[src/rtl/spi_pkg.sv]
// Shared definitions for the SPI master: command opcodes, FSM states and word geometry.
package spi_pkg;

  localparam int WORD_W = 32;

  localparam logic [7:0] CMD_SRD = 8'h00;
  localparam logic [7:0] CMD_SWR = 8'h01;
  localparam logic [7:0] CMD_BRD = 8'h20;
  localparam logic [7:0] CMD_BWR = 8'h21;

  typedef enum logic [2:0] {
    ST_IDLE,
    ST_PRE,
    ST_CMD,
    ST_DATA,
    ST_POST,
    ST_DONE
  } state_t;

  // Number of data words a request carries; zero marks a request to reject.
  function automatic logic [7:0] word_count(input logic [7:0] rw, input logic [7:0] brstlen);
    case (rw)
      CMD_SRD, CMD_SWR: return 8'd1;
      CMD_BRD, CMD_BWR: return brstlen;
      default:          return 8'd0;
    endcase
  endfunction

endpackage

[src/rtl/spim_clk_gate.sv]
// SPI clock gate: sclk is the inverted free-running clock ANDed with a registered enable.
module spim_clk_gate (
  input  logic sclk_inv,
  input  logic en,
  output logic sclk
);

  // en only changes while ~sclk_inv is low, so the AND cannot glitch.
  assign sclk = ~sclk_inv & en;

endmodule

[src/rtl/spim_intf.sv]
// CPOL=0/CPHA=0 SPI master: frames a 32-bit command word plus N data words, MSB first.
module spim_intf
  import spi_pkg::*;
#(
  parameter int SS_GAP = 4
) (
  input  logic              sclk_inv,
  input  logic              rst_n,
  input  logic              start,
  input  logic [7:0]        cmd_rw,
  input  logic [7:0]        cmd_brstlen,
  input  logic [15:0]       cmd_addr,
  input  logic [WORD_W-1:0] wdata,
  output logic              wdata_ack,
  output logic [WORD_W-1:0] rdata,
  output logic              rdata_valid,
  output logic              busy,
  output logic              done,
  output logic              cmd_err,
  output logic              sclk,
  output logic              ss_n,
  output logic              mosi,
  input  logic              miso
);

  localparam int CW = 5;
  localparam logic [CW-1:0] GAP_LAST = CW'(SS_GAP - 1);
  localparam logic [CW-1:0] BIT_LAST = '1;

  state_t            state;
  logic [CW-1:0]     bit_cnt;
  logic [7:0]        word_cnt;
  logic [WORD_W-1:0] cmd_word;
  logic [WORD_W-1:0] tx_shift;
  logic [WORD_W-1:0] rx_shift;
  logic              sclk_en;
  logic [7:0]        req_words;
  logic              is_write;

  assign req_words = word_count(cmd_rw, cmd_brstlen);
  assign is_write  = cmd_word[24];

  spim_clk_gate u_clk_gate (
    .sclk_inv (sclk_inv),
    .en       (sclk_en),
    .sclk     (sclk)
  );

  // miso is sampled on sclk rising, half a cycle after the slave drove it.
  always_ff @(negedge sclk_inv or negedge rst_n) begin
    if (!rst_n) rx_shift <= '0;
    else        rx_shift <= {rx_shift[WORD_W-2:0], miso};
  end

  always_ff @(posedge sclk_inv or negedge rst_n) begin
    if (!rst_n) begin
      state       <= ST_IDLE;
      bit_cnt     <= '0;
      word_cnt    <= '0;
      cmd_word    <= '0;
      tx_shift    <= '0;
      sclk_en     <= 1'b0;
      ss_n        <= 1'b1;
      mosi        <= 1'b0;
      busy        <= 1'b0;
      done        <= 1'b0;
      cmd_err     <= 1'b0;
      rdata       <= '0;
      rdata_valid <= 1'b0;
      wdata_ack   <= 1'b0;
    end else begin
      done        <= 1'b0;
      cmd_err     <= 1'b0;
      wdata_ack   <= 1'b0;
      rdata_valid <= 1'b0;

      case (state)
        ST_IDLE: begin
          if (start) begin
            if (req_words != 8'd0) begin
              cmd_word <= {cmd_rw, cmd_brstlen, cmd_addr};
              word_cnt <= req_words;
              busy     <= 1'b1;
              sclk_en  <= 1'b1;
              bit_cnt  <= '0;
              state    <= ST_PRE;
            end else begin
              cmd_err <= 1'b1;
            end
          end
        end

        ST_PRE: begin
          if (bit_cnt == GAP_LAST) begin
            ss_n     <= 1'b0;
            tx_shift <= cmd_word;
            mosi     <= cmd_word[WORD_W-1];
            bit_cnt  <= '0;
            state    <= ST_CMD;
          end else begin
            bit_cnt <= bit_cnt + 1'b1;
          end
        end

        ST_CMD: begin
          bit_cnt <= bit_cnt + 1'b1;
          if (bit_cnt == BIT_LAST) begin
            if (is_write) begin
              tx_shift  <= wdata;
              mosi      <= wdata[WORD_W-1];
              wdata_ack <= 1'b1;
            end else begin
              tx_shift <= '0;
              mosi     <= 1'b0;
            end
            state <= ST_DATA;
          end else begin
            tx_shift <= {tx_shift[WORD_W-2:0], 1'b0};
            mosi     <= tx_shift[WORD_W-2];
          end
        end

        ST_DATA: begin
          bit_cnt <= bit_cnt + 1'b1;
          if (bit_cnt == BIT_LAST) begin
            if (!is_write) begin
              rdata       <= rx_shift;
              rdata_valid <= 1'b1;
            end
            word_cnt <= word_cnt - 8'd1;
            if (word_cnt == 8'd1) begin
              ss_n    <= 1'b1;
              mosi    <= 1'b0;
              bit_cnt <= '0;
              state   <= ST_POST;
            end else if (is_write) begin
              tx_shift  <= wdata;
              mosi      <= wdata[WORD_W-1];
              wdata_ack <= 1'b1;
            end else begin
              tx_shift <= '0;
              mosi     <= 1'b0;
            end
          end else begin
            tx_shift <= {tx_shift[WORD_W-2:0], 1'b0};
            mosi     <= tx_shift[WORD_W-2];
          end
        end

        // Trailing gap keeps sclk running with ss_n high so the slave sees the rising edge.
        ST_POST: begin
          if (bit_cnt == GAP_LAST) begin
            sclk_en <= 1'b0;
            bit_cnt <= '0;
            state   <= ST_DONE;
          end else begin
            bit_cnt <= bit_cnt + 1'b1;
          end
        end

        ST_DONE: begin
          done  <= 1'b1;
          busy  <= 1'b0;
          state <= ST_IDLE;
        end

        default: state <= ST_IDLE;
      endcase
    end
  end

endmodule

[config.mk]
export PLATFORM = sky130hd
export DESIGN_NAME = spim_intf
export DESIGN_NICKNAME = d
export VERILOG_FILES = /design/src/rtl/spi_pkg.sv /design/src/rtl/spim_clk_gate.sv /design/src/rtl/spim_intf.sv
export SDC_FILE = /design/constraint.sdc
export NUM_CORES = 1
export LEC_CHECK = 0
export BUFFER_PORTS_ARGS = -buffer_cell sky130_fd_sc_hd__buf_2
export CAP_MARGIN = 20
export CORE_ASPECT_RATIO = 1.25
export CORE_MARGIN = 5
export CORE_UTILIZATION = 55
export DETAILED_ROUTE_END_ITERATION = 16
export GPL_ROUTABILITY_DRIVEN = 0
export PLACE_DENSITY = 0.78
export RECOVER_POWER = 100
export SLEW_MARGIN = 25
export SYNTH_ARGS = -nofsm -noshare
export SYNTH_HDL_FRONTEND = slang
export SYNTH_HIERARCHICAL = 1
export SYNTH_SLANG_ARGS = --single-unit
[constraint.sdc]
create_clock -name sclk_inv -period 2.7 [get_ports sclk_inv]
set_clock_uncertainty 0.05 [all_clocks]
set_input_delay 0.81 -clock sclk_inv [delete_from_list [all_inputs] [get_ports sclk_inv]]
set_output_delay 0.81 -clock sclk_inv [all_outputs]
set_load 0.005 [all_outputs]
==> impl_metrics.tcl <==
set metrics [dict create \
    worst_slack_ps 33.7 \
    grt_pass1_vias 4729 \
    row_count 43 \
    dr_total_vias 4526 \
    cp-startpoint "sclk_inv" \
    path_common_cell "clkbuf_16" \
    viasPerCell 5.89 \
    cp.required_ps 1840 \
    pwr-share-seq 0.483 \
    grt_pass1_wl_um 23700 \
    cts_resized 0 \
    pwr-share-comb 0.024 \
    slew_headroom 0.222 \
    slowest_delay_ps 130 \
    dp_hpwl_um 9500 \
    p_sw_frac 0.207 \
    synth_edf_count 0 \
    critical_path.cell_chain "clkbuf_16, clkbuf_16, nor2b_4, buf_2" \
    wl_per_cell_um 18.6 \
    p_switching_mw 0.988 \
    wl_met3_um 937 \
    synth.yosys.seq_area_share 0.599 \
    io_buffers 107 \
    cts_tree "done" \
    rsz0062_at_grt "false" \
    total_power_mw 4.78 \
    antenna_left 0 \
    drv_slew 0 \
    tns_ps 0 \
    hp-class "input pin to async pin" \
    critPathTopFamily "buffers and inverters" \
    fp.dieH_um 130 \
    drive_gt1_frac 0.314 \
    fin_area_um2 7490 \
    critPathKind "clock port to primary output" \
    end_kind "primary output" \
    cp_slowest_cell "clkbuf_16" \
    ctsHoldBuffers 0 \
    placed_area_um2 7080 \
    antenna_found_initial 1 \
    post-place-ws_ps 213 \
    postSynthCellCount 504 \
    io_pins 108 \
    power.leakage_nw 3.61 \
    yosys_warnings 6 \
    power.share.clock 0.493 \
    top_layer "met5" \
    syn2layout_area_growth_pct 18.7 \
    fp.dieArea_um2 13700 \
    cp_num_buf_inv 3 \
    maxCapViolations 0 \
    wl_met2_um 7060 \
    async_reset_ff_frac 1.00 \
    yosysUniqueCellTypes 53 \
    grt_max_degree 48 \
    final_core_util 0.669 \
    syn_area_per_cell_um2 12.5 \
    post_cts_buffers 0 \
    cp_max_fo 2 \
    finalNetCount 693 \
    insertion_delay_ps 530 \
    grt_usage 0.222 \
    r2r_start "bit_cnt[0]" \
    first_iter_violations 326 \
    outcome "completed" \
    p_int_mw 3.79 \
    powerDensity_nw_per_um2 638 \
    irDropWorstVdd_mv 0.477 \
    final-setup-viol-count 0 \
    wirelength_um 14300 \
    netlist_area_um2 6310 \
    core-area_um2 11200 \
    worstPathArrival_ps 1810 \
    clkSlewWorstSetupHoldPaths_ps 60 \
    worst_pin_slew_ps 1170 \
    overflow 0 \
    drc 0 \
    finalHoldViolations 0 \
    r2r_slack_ps 190 \
    die_x_um 106 \
    fillers 908 \
    firstDrtPassIters 4 \
    ys_ff_latch 151 \
    start_util 0.564 \
    wl_met1_um 5980 \
    start_kind "clock port" \
    ys.flop_type "dfrtp_1" \
    diodes 0 \
    synth_fp_nets 576 \
]
[flip-flops by register name, summed over array words and instances (netlist names)]
| signal | cells |
|---|---|
| cmd_word | 32 |
| state | 3 |
| sclk_en | 1 |
| bit_cnt | 5 |
| rdata_valid | 1 |
| ss_n | 1 |
| done | 1 |
| cmd_err | 1 |
| rdata | 32 |
| mosi | 1 |
| rx_shift | 32 |
| wdata_ack | 1 |
| tx_shift | 31 |
| busy | 1 |
| word_cnt | 8 |
[cell families after synthesis]
| family | share of synthesized area |
|---|---|
| fa+ha+maj | 0.00793 |
| simple gates | 0.0881 |
| mux | 0.105 |
| flops | 0.599 |
| buf+inv | 0.0339 |
| compound gates | 0.163 |
| xor+xnor | 0.00278 |
[stage by stage]
step | hold WS, ps | cells
2_1_floorplan | 259 | 504
3_3_place_gp | 265 | 734
3_5_place_dp | 266 | 734
4_1_cts | 55.5 | 769
5_1_grt | 57.7 | 769
6_report | 56.4 | 769
[synth_stat cells, drive strengths merged, types with 5 or more instances]
cell type    n  share of area
a21oi       13          0.010
a221o       30          0.048
a31oi        5         0.0050
and2         9         0.0089
buf         16          0.020
clkbuf      17          0.010
dfrtn       32           0.13
dfrtp      118           0.47
inv          7         0.0042
mux2        59           0.11
nand2       45          0.027
nand3        9         0.0071
nor2        17          0.011
nor3         5         0.0048
o21ai       74          0.075
[worst reg2reg max path: stages (launching register included)]
cell and delay (ps):
dfrtp_1 380, ha_1 230, and3_1 180, ha_1 250
nand3b_1 160, nor3_2 270, a221o_2 360, clkbuf_4 340
o21ai_0 140
[cells in the final DEF, fill, tap and decap left out, drive strengths merged, types with 4 or more instances in the layout]
master and n:
buf 89, and3 4, nand2 45, clkbuf 66, a31oi 5, ha 4, inv 9, clkinv 5
nand3 9, nor2 17, nor3 5, dfrtn 32, a221o 30, a21oi 13, o21ai 74, nor4 4
and2 9, dfrtp 118, mux2 59
[cell type report]
| type | count | area (µm²) | share of cell area |
|---|---|---|---|
| flip-flops and latches | 151 | 3780 | 0.505 |
| multi-input cells | 313 | 2220 | 0.297 |
| repair buffers | 127 | 674 | 0.0900 |
| clock buffers | 28 | 572 | 0.0763 |
| well taps | 135 | 169 | 0.0225 |
| clock inverters | 8 | 45.0 | 0.00601 |
| inverters | 7 | 26.3 | 0.00351 |
[per-layer routing]
layer  global-route usage  vias up
li1                     -     2068
met1                0.276     2287
met2                0.359      147
met3               0.0678       22
met4                0.105        2
met5                    0        -
[path summary, 6_finish.rpt]
| check | end | cells after the start |
|---|---|---|
| min in group sclk_inv | rx_shift[26] | 0 |
| hold / removal | sclk_en | 1 |
| hold reg to reg | rx_shift[26] | 0 |
| max in group asynchronous | rx_shift[31] | 2 |
| setup / recovery | sclk | 4 |
| setup reg to reg | tx_shift[4] | 8 |
[power groups by stage]
stage	logic [mW]	clock network [mW]	registers (mW)
floorplan	0.00585	0.000777	2.34
CTS	0.125	2.41	2.31
detailed placement	0.124	0.000904	2.35
global route	0.129	2.51	2.31
finish	0.114	2.36	2.31
global placement	0.121	0.000904	2.35
Note: power is estimated with default switching activity, not from simulation.
